$ cat config.mk
export PLATFORM = sky130hd
export DESIGN_NAME = serial_word_tx_flat
export DESIGN_NICKNAME = d
export VERILOG_FILES = /design/src/rtl/serial_word_tx_if.sv /design/src/rtl/serial_word_tx.sv /design/src/flat_wrapper.sv
export SDC_FILE = /design/constraint.sdc
export NUM_CORES = 1
export LEC_CHECK = 0
export CORE_AREA = 8 8 45 47
export CTS_BUF_LIST = sky130_fd_sc_hd__clkbuf_2 sky130_fd_sc_hd__clkbuf_4 sky130_fd_sc_hd__clkbuf_8
export DETAILED_ROUTE_END_ITERATION = 8
export DIE_AREA = 0 0 53 55
export DONT_BUFFER_PORTS = 1
export PLACE_DENSITY = 0.68
export SLEW_MARGIN = 15
export SYNTH_ARGS = -nofsm -noshare
export SYNTH_HDL_FRONTEND = slang
export SYNTH_SLANG_ARGS = --single-unit
$ cat constraint.sdc
create_clock -name clk -period 3.2 [get_ports clk]
set_input_delay 0.32 -clock clk [delete_from_list [all_inputs] [get_ports clk]]
set_output_delay 0.32 -clock clk [all_outputs]
set_load 0.03 [all_outputs]
$ cat src/rtl/serial_word_tx_if.sv
// Word handshake between a producing datapath (master) and serial_word_tx (slave).
interface serial_word_tx_if #(
    parameter int WIDTH = 8
);
    logic [WIDTH-1:0] data_i;
    logic             valid_i;
    logic             ready_o;

    modport master (output data_i, output valid_i, input  ready_o);
    modport slave  (input  data_i, input  valid_i, output ready_o);
endinterface

$ cat src/rtl/serial_word_tx.sv
// Parallel-to-serial transmitter: accepts a word on a valid/ready handshake and
// shifts it out one bit per clock with frame and end-of-word qualifiers.
module serial_word_tx #(
    parameter int WIDTH     = 8,
    parameter bit MSB_FIRST = 1'b1
) (
    input  logic                 clk,
    input  logic                 rst_n,
    serial_word_tx_if.slave      bus,
    output logic                 serial_o,
    output logic                 frame_o,
    output logic                 done_o
);
    localparam int CNT_W   = (WIDTH > 1) ? $clog2(WIDTH) : 1;
    localparam bit ONE_BIT = (WIDTH == 1);

    typedef enum logic {
        IDLE  = 1'b0,
        SHIFT = 1'b1
    } state_t;

    state_t           state, state_nxt;
    logic [WIDTH-1:0] sh, sh_nxt;
    logic [CNT_W-1:0] cnt, cnt_nxt;
    logic             serial_nxt, frame_nxt, done_nxt;
    logic             ready, accept;
    logic [WIDTH-1:0] word;

    function automatic logic out_bit(input logic [WIDTH-1:0] w);
        return MSB_FIRST ? w[WIDTH-1] : w[0];
    endfunction

    function automatic logic [WIDTH-1:0] shift_word(input logic [WIDTH-1:0] w);
        return MSB_FIRST ? (w << 1) : (w >> 1);
    endfunction

    assign word = bus.data_i;

    // cnt counts the bits still to follow the one on serial_o, so cnt==0 marks
    // the final bit and lets the next word load on that same edge.
    assign ready       = rst_n && ((state == IDLE) || (cnt == '0));
    assign bus.ready_o = ready;
    assign accept      = bus.valid_i && ready;

    always_comb begin
        state_nxt  = state;
        sh_nxt     = sh;
        cnt_nxt    = cnt;
        serial_nxt = 1'b0;
        frame_nxt  = 1'b0;
        done_nxt   = 1'b0;

        if (accept) begin
            state_nxt  = SHIFT;
            sh_nxt     = word;
            cnt_nxt    = CNT_W'(WIDTH - 1);
            frame_nxt  = 1'b1;
            serial_nxt = out_bit(word);
            done_nxt   = ONE_BIT;
        end else if (state == SHIFT) begin
            if (cnt != '0) begin
                sh_nxt     = shift_word(sh);
                cnt_nxt    = cnt - 1'b1;
                frame_nxt  = 1'b1;
                serial_nxt = out_bit(sh_nxt);
                done_nxt   = (cnt == CNT_W'(1));
            end else begin
                state_nxt = IDLE;
            end
        end
    end

    always_ff @(posedge clk) begin
        if (!rst_n) begin
            state    <= IDLE;
            sh       <= '0;
            cnt      <= '0;
            serial_o <= 1'b0;
            frame_o  <= 1'b0;
            done_o   <= 1'b0;
        end else begin
            state    <= state_nxt;
            sh       <= sh_nxt;
            cnt      <= cnt_nxt;
            serial_o <= serial_nxt;
            frame_o  <= frame_nxt;
            done_o   <= done_nxt;
        end
    end
endmodule
$ cat src/flat_wrapper.sv
// flat-port wrapper written by rule: the top's interface ports become plain ports
module serial_word_tx_flat 
#(
    parameter int WIDTH     = 8,
    parameter bit MSB_FIRST = 1'b1
)
  (clk, rst_n, serial_o, frame_o, done_o, bus_data_i, bus_valid_i, bus_ready_o);
  serial_word_tx_if #(.WIDTH(WIDTH)) bus_i ();
  input  logic clk;
  input  logic rst_n;
  output logic serial_o;
  output logic frame_o;
  output logic done_o;
  input wire logic [$bits(bus_i.data_i)-1:0] bus_data_i;
  input wire logic [$bits(bus_i.valid_i)-1:0] bus_valid_i;
  output wire logic [$bits(bus_i.ready_o)-1:0] bus_ready_o;
  assign bus_i.data_i = bus_data_i;
  assign bus_i.valid_i = bus_valid_i;
  assign bus_ready_o = bus_i.ready_o;
  serial_word_tx #(.WIDTH(WIDTH), .MSB_FIRST(MSB_FIRST)) u_core (.clk(clk), .rst_n(rst_n), .bus(bus_i), .serial_o(serial_o), .frame_o(frame_o), .done_o(done_o));
endmodule
==> reports/metrics.yaml <==
status: "complete, no violations"
grt_pass1_wl_um: 1950
drv_slew: 0
synth.avg_cell_area_sq_um: 9.37
setup_ws_ns: 1.20
synthCells: 69
die_h_um: 55
yosysSeqAreaShare: 0.402
grt_antenna_before_repair: 0
cts_root_buf: "clkbuf_4"
wl_per_cell_um: 13.7
period_minus_slack_ns: 2.00
stdcell_count: 86
routed_wl_um: 1180
globalRouteMet3Util: 0.0615
grtUsageMet2: 0.131
fill_cells: 139
rows: 14
dpl.hpwl_um: 836
grtUsageMet1: 0.0972
cts_setup_buffers: 0
fin_worst_skew_ns: 0.00463
arrival_ns: 1.68
cts_tree: "done"
synth-seq-cells: 13
crit_start: "u_core.frame_o"
cp-end-kind: "output pin"
slew_headroom: 0.550
worstMarginPinSlew_ns: 0.675
r2r_slack_ns: 1.80
cts_buffers: 3
grt_overflow_total: 0
hold_path_depth: 2
r2r_start: "u_core.frame_o"
area_delta_synth_final_pct: 4.26
rr_worst_depth: 2
die_area_sq_um: 2920
setup_viol: 0
synth_top_area_frac: 0.402
drive_gt1_frac: 0.143
final_hold_viol_count: 0
fmax_mhz: 500
io_pins: 15
critPathBufInv: 0
maxCapViolCount: 0
synth.area.top_cells: "dfxtp_1 (40%), mux2i_1 (11%), a21oi_1 (6.2%), ha_1 (5.8%), nand2b_1 (5.8%)"
worstPathCellList: "nand2_2, and2_1"
io_buffers: 0
nets: 85
diodes: 0
hold_end: "u_core.done_o"
final_core_util: 0.487
synth.distinct_cells: 25
syn_nets: 83
cts.sinks: 13
min_from: "rst_n"
drc_errors: 0
ctsResizeCount: 0
ir_drop_uv: 260
max_stage_delay_ns: 0.76
p_per_area_nw_per_um2: 536
syn_area_sq_um: 647
cts_hold_buf: 0
path_max_fanout: 13
power.leakage_nw: 0.284
place.gp.congestion: 0.734
grt_busiest_layer: "met2"
grt_pass1_vias: 462
required_ns: 2.88
fin_tns_setup_ns: 0
total_power_w: 0.000362
grt_max_degree: 16
ys_warn_count: 0
worst_skew_pair.late_latency_ns: 0.27
rsz0062_at_grt: "no"
drtIter0Drc: 7
critPathKind: "flip-flop to output pin"
clk_pin_slew_ns: 0.08
worstHoldPathType: "input port to flip-flop"
cts_buffer_depth: 2
place_inst: 82
final_common_cell: "dfxtp_1"
h-tree-depth: 1
place_ws_ns: 1.48
mostFrequentLayoutCells: "dfxtp_1 (13), a21oi_1 (8), mux2i_1 (7), o21ai_0 (7), nand2b_1 (6)"
track_usage: 0.0923
finalCritPeriodShare: 0.625
synth.largest_area_cell: "dfxtp_1"
dr.pass1.iters: 4
die-width_um: 53
start_util: 0.467
critical_path.top_delay_family: "flip-flops"
vias: 456
cp-start-kind: "flip-flop"
ant_nets: 0
via_per_inst: 5.30
core_area_sq_um: 1380
r2r-end: "u_core.sh[0]"
crit_path_top_delay_cell: "dfxtp_1"
cell type report:
class	instances	area (sq um)	area share
sequential	13	260	0.386
clock buffer	4	30.0	0.0445
tap	16	20.0	0.0297
multi-input combinational	51	357	0.529
inverter	2	7.51	0.0111
sequential cells by signal, indices dropped and copies added (netlist names):
signal / flops
u_core.cnt: 3
u_core.done_o: 1
u_core.frame_o: 1
u_core.serial_o: 1
u_core.sh: 7
cell usage after synthesis (all sizes together):
cell	count
mux2	1
o311a	1
nor2b	1
dfxtp	13
mux2i	7
nand2b	7
and2b	1
nand3	2
clkbuf	1
nand2	4
a21oi	8
inv	2
nor2	1
and2	2
ha	3
nor3	2
o31ai	1
o21a	1
and3	1
a21o	1
buf	2
o21ai	7
routing by layer:
metal  share of wire  wire length [um]
met1            0.46               543
met2            0.43               506
met3            0.10               119
met4          0.0093                11
met5               0                 0
power breakdown:
part           total (W)  internal (W)  switching (W)
clock           0.000110     0.0000568      0.0000534
sequential      0.000192      0.000177      0.0000156
combinational  0.0000592     0.0000306      0.0000286
total           0.000362      0.000264      0.0000975
kinds of logic (layout without fill, tap and decap cells):
family	Yosys count	in the layout	synth area share
buffers and inverters	5	6	0.0464
and+or+nand+nor	21	21	0.199
AOI/OAI and AO/OA	19	19	0.168
muxes	8	8	0.126
adders and majority gates	3	3	0.0580
DFF	13	13	0.402
worst reg2reg max path: cells and delay by family, from the launching register on:
kind / cells / cell delay (ns)
and+or+nand+nor: 2 / 0.54
DFF: 1 / 0.76
metrics by stage:
| stage | hold WS [ns] | instance area, sq um |
|---|---|---|
| finish | 0.151 | 674 |
| global route | 0.133 | 674 |
| CTS | 0.146 | 674 |
| detailed placement | 0.444 | 644 |
| global placement | 0.442 | 644 |
| floorplan | 0.437 | 647 |
worst max path at each step:
stage,endpoint,slack [ns],depth (start not counted)
floorplan,bus_ready_o,1.75,5
global placement,bus_ready_o,1.53,2
detailed placement,bus_ready_o,1.48,2
CTS,bus_ready_o,1.17,2
global route,bus_ready_o,1.10,2
finish,bus_ready_o,1.20,2
No activity file was read; power rests on OpenSTA's default activity.
